File: src/rtl/xnor_match_counter.sv
// Masked XNOR word comparator with a two-state lock detector.
// Stage 1 registers the masked equality of A and B; stage 2 counts runs of
// consecutive matches, locks after THRESH of them and keeps a saturating total.
module xnor_match_counter #(
  parameter int unsigned WIDTH     = 8,
  parameter int unsigned CNT_WIDTH = 8,
  parameter int unsigned THRESH    = 4
) (
  input  logic                 i_clk,
  input  logic                 i_rst,
  input  logic                 i_en,
  input  logic                 i_clr,
  input  logic [WIDTH-1:0]     i_a,
  input  logic [WIDTH-1:0]     i_b,
  input  logic [WIDTH-1:0]     i_m,
  output logic [WIDTH-1:0]     o_c,
  output logic                 o_eq,
  output logic                 o_vld,
  output logic [CNT_WIDTH-1:0] o_run_cnt,
  output logic [CNT_WIDTH-1:0] o_total_cnt,
  output logic                 o_locked,
  output logic                 o_hit,
  output logic                 o_lost
);

  typedef enum logic {StSearch, StLocked} state_e;

  localparam logic [CNT_WIDTH-1:0] MaxCnt   = {CNT_WIDTH{1'b1}};
  localparam logic [CNT_WIDTH-1:0] ThreshCnt = CNT_WIDTH'(THRESH);

  logic [WIDTH-1:0]     r_c;
  logic                 r_eq;
  logic                 r_vld;
  logic [CNT_WIDTH-1:0] r_run_cnt;
  logic [CNT_WIDTH-1:0] r_total_cnt;
  state_e               r_state;
  logic                 r_hit;
  logic                 r_lost;

  logic [WIDTH-1:0]     w_c;
  logic [CNT_WIDTH-1:0] w_run_inc;
  logic [CNT_WIDTH-1:0] w_total_inc;

  // Masked-off bits always read as equal.
  assign w_c         = ~(i_a ^ i_b) | ~i_m;
  assign w_run_inc   = (r_run_cnt == MaxCnt) ? r_run_cnt : r_run_cnt + CNT_WIDTH'(1);
  assign w_total_inc = (r_total_cnt == MaxCnt) ? r_total_cnt : r_total_cnt + CNT_WIDTH'(1);

  // Stage 1: capture comparison result; C/eq hold while en is low.
  always_ff @(posedge i_clk) begin
    if (i_rst) begin
      r_c   <= '0;
      r_eq  <= 1'b0;
      r_vld <= 1'b0;
    end else begin
      r_vld <= i_en;
      if (i_en) begin
        r_c  <= w_c;
        r_eq <= &w_c;
      end
    end
  end

  // Stage 2: lock FSM and counters; vld=0 cycles are gaps that hold state.
  always_ff @(posedge i_clk) begin
    if (i_rst || i_clr) begin
      r_state     <= StSearch;
      r_run_cnt   <= '0;
      r_total_cnt <= '0;
      r_hit       <= 1'b0;
      r_lost      <= 1'b0;
    end else begin
      r_hit  <= 1'b0;
      r_lost <= 1'b0;
      if (r_vld) begin
        if (r_eq) begin
          r_run_cnt   <= w_run_inc;
          r_total_cnt <= w_total_inc;
          if (r_state == StSearch && w_run_inc == ThreshCnt) begin
            r_state <= StLocked;
            r_hit   <= 1'b1;
          end
        end else begin
          r_run_cnt <= '0;
          if (r_state == StLocked) begin
            r_state <= StSearch;
            r_lost  <= 1'b1;
          end
        end
      end
    end
  end

  assign o_c         = r_c;
  assign o_eq        = r_eq;
  assign o_vld       = r_vld;
  assign o_run_cnt   = r_run_cnt;
  assign o_total_cnt = r_total_cnt;
  assign o_locked    = (r_state == StLocked);
  assign o_hit       = r_hit;
  assign o_lost      = r_lost;

endmodule

File: config.mk
export PLATFORM = sky130hd
export DESIGN_NAME = xnor_match_counter
export DESIGN_NICKNAME = d
export VERILOG_FILES = /design/src/rtl/xnor_match_counter.sv
export SDC_FILE = /design/constraint.sdc
export NUM_CORES = 1
export LEC_CHECK = 0
export CAP_MARGIN = 20
export CORE_UTILIZATION = 46
export DETAILED_ROUTE_END_ITERATION = 7
export PLACE_DENSITY = 0.95
export SLEW_MARGIN = 20
export SYNTH_ARGS = -nofsm -noshare
export SYNTH_HDL_FRONTEND = slang
export SYNTH_SLANG_ARGS = --single-unit
File: constraint.sdc
create_clock -name i_clk -period 5 [get_ports i_clk]
set_clock_uncertainty 0.1 [all_clocks]
set_input_delay 1 -clock i_clk [delete_from_list [all_inputs] [get_ports i_clk]]
set_output_delay 1 -clock i_clk [all_outputs]
set_load 0.005 [all_outputs]
==> metrics.txt <==
# placed instances 243; Max IR drop VDD 0.141 mV; fillers 225; Post-synth EDFFs 0; post-DR wirelength/cell 14.2 µm; Hold Buf Count CTS 0; Lkg Pwr 0.000727 µW; Die X 58.0 µm; Reg2Reg Setup Slack 3110 ps; hold path start o_locked$_SDFFE_PP0P_; RSZ-0062 raised after global routing no; Top delay family on crit path flip-flops; hold path cells 1; worst endpoint required time 3900 ps; Slew Viols, Final 0; WHS Endpoint o_hit$_SDFF_PP0_; Total GRT Usage 23.3%; Pwr Density 217 nW/µm²; internal power 341 µW; antenna viol nets, final 0; Row Count 19; Fin Hold WS 391 ps; slowest stage delay, CP 660 ps; share of cells above drive strength 1 5.02%; status complete, but fails checks; path type of the worst setup path reg -> out; clock power share 32.1%; Syn Area/Cell 8.73 µm²; Area contributors post-synth dfxtp_1 40%, xor2_1 5.5%, a311oi_1 4.9%; crit path max fanout 17; synthesized instance count 165; Layout area overhead 42.8%; critical path endpoint category output pin; number of gates resized after cts 0; Worst Path Arrival 1580 ps; initial core utilization 50.5%; Worst-path clk slew 90 ps; DRT Pass-1 Iters 8; largest net degree at the start of global routing 19; final hold violation count 0; worst reg2reg endpoint o_locked$_SDFFE_PP0P_; DRC Markers 2; initial DRC count 77; number of H-tree levels 2; first-pass GRT wire length 5990 µm; worst-path cell chain clkdlybuf4s50_1; TritonCTS buffer count 5; share of the synthesized area in the top cell type 40.3%; number of port buffers 56; Seq cells post-synth 29; final WL 3540 µm; Max Fclk 373 MHz; R2R depth 5; worst path bufs/invs 1; Core Footprint 2850 µm²; synthesized net count 195; final setup fails 0; Final Power 447 µW; Rel. slew slack 62.2%; switching share of total power 23.6%; Total Neg Setup Slack 0 ps; Yosys Warn Count 0; full die area 3360 µm²; crit path time final 2680 ps; routed vias 1493; Sequential Power Share 54.3%; failing checks DRC; gpl congestion 0.864; multi-input logic area 811 µm²; Chip Height 58.0 µm; Post-CTS Setup Inserts 0; Vias/cell 5.97; main flop type after synthesis dfxtp_1; number of antenna diodes 0; Net Sw Power 106 µW; Core Util, Final 72.1%; fin nets 249; Synth Cell Area 1440 µm²; max_cap viols 0; type of origin of the critical path flop; Netlist cell types 45; clock latency on the worst-skew pair 320 ps; Commonest cells post-synth 29 x dfxtp_1, 16 x nor2_1, 13 x nand2_1; sequential-to-total area share from yosys stat 40.3%; Gate power share 13.6%; initial antenna violation count 0; vias in the first global route 1395; post-synth top area cell dfxtp_1; Reg-to-Reg Start o_run_cnt[0]$_SDFFE_PP0P_; hpwl dp 2630 µm; Top-Level Pins 57; total gr overflow 0; count leader, synth dfxtp_1; Finished Layout Cells 250; TritonCTS clock tree done; min-delay worst type reg -> reg; CP Depth 1; CTS Buffer Depth 2; Storage cell area 581 µm²; slowest cell on the critical path dfxtp_1; period utilization 53.7%; slew at the pin closest to its max-slew limit 565 ps; Synth async-reset ratio 0%; Sink Count 29; CTS root buf clkbuf_4
==> how the worst max path moves through the flow <==
stage                                        to             start
after floorplan           o_locked$_SDFFE_PP0P_             i_clr
after global placement    o_locked$_SDFFE_PP0P_             i_rst
after detailed placement  o_locked$_SDFFE_PP0P_             i_rst
after CTS                                 o_vld  o_vld$_SDFF_PP0_
after global routing                      o_vld  o_vld$_SDFF_PP0_
final                                     o_vld  o_vld$_SDFF_PP0_
==> power by group through the flow <==
stage | registers [µW] | logic [µW] | clock network [µW]
6_report | 243 | 61.0 | 143
5_1_grt | 243 | 66.7 | 158
4_1_cts | 243 | 61.4 | 145
3_5_place_dp | 248 | 61.3 | 0
3_3_place_gp | 248 | 60.0 | 0
2_1_floorplan | 246 | 23.1 | 0
==> stage by stage <==
stage | cell area [µm²] | worst slack, ps
floorplan | 1440 | 2960
global placement | 2000 | 2220
detailed placement | 2000 | 2170
CTS | 2060 | 2340
global route | 2060 | 2290
finish | 2060 | 2320
==> layout make-up <==
cell class | instances | share of cell area [%]
Sequential cell | 29 | 28.2
Timing Repair Buffer | 56 | 27.3
Clock buffer | 7 | 2.68
Inverter | 3 | 0.547
Tap cell | 31 | 1.89
Multi-Input combinational cell | 124 | 39.4
==> cell usage in the layout, fill, tap and decap left out, types with 4 or more instances in the layout <==
cell and count:
clkbuf_4 5, xor2_1 9, and3_1 4, nand2_1 13, nor2_1 16, nand3_1 5, nor3_1 4, a211oi_1 4
dfxtp_1 29, a21oi_1 11, a311oi_1 8, clkdlybuf4s50_1 56, o21ai_0 4
==> state kept, by name (all words and copies together), names as in the netlist <==
register and cells:
o_run_cnt 8, o_lost 1, o_hit 1, o_total_cnt 8
o_vld 1, o_c 8, o_locked 1, o_eq 1
==> kinds of logic (layout without fill, tap and decap cells) <==
family | Yosys count | count (layout) | synth area share (%)
AND/OR/NAND/NOR | 63 | 63 | 23.5
AO/OA/AOI/OAI | 48 | 48 | 24.2
flip-flops | 29 | 29 | 40.3
buffers and inverters | 12 | 66 | 3.39
XOR/XNOR | 9 | 9 | 5.47
adder cells (fa/ha/maj) | 2 | 2 | 1.74
multiplexers | 2 | 2 | 1.39
==> layer usage <==
layer	up-vias	global-route usage, %	part of all wire, %
met5	-	0	0
met4	0	8.16	2.0
met3	9	9.15	7.6
met2	72	37.8	48
met1	676	28.3	42
li1	736	-	-
(Power assumes the default switching activity.)
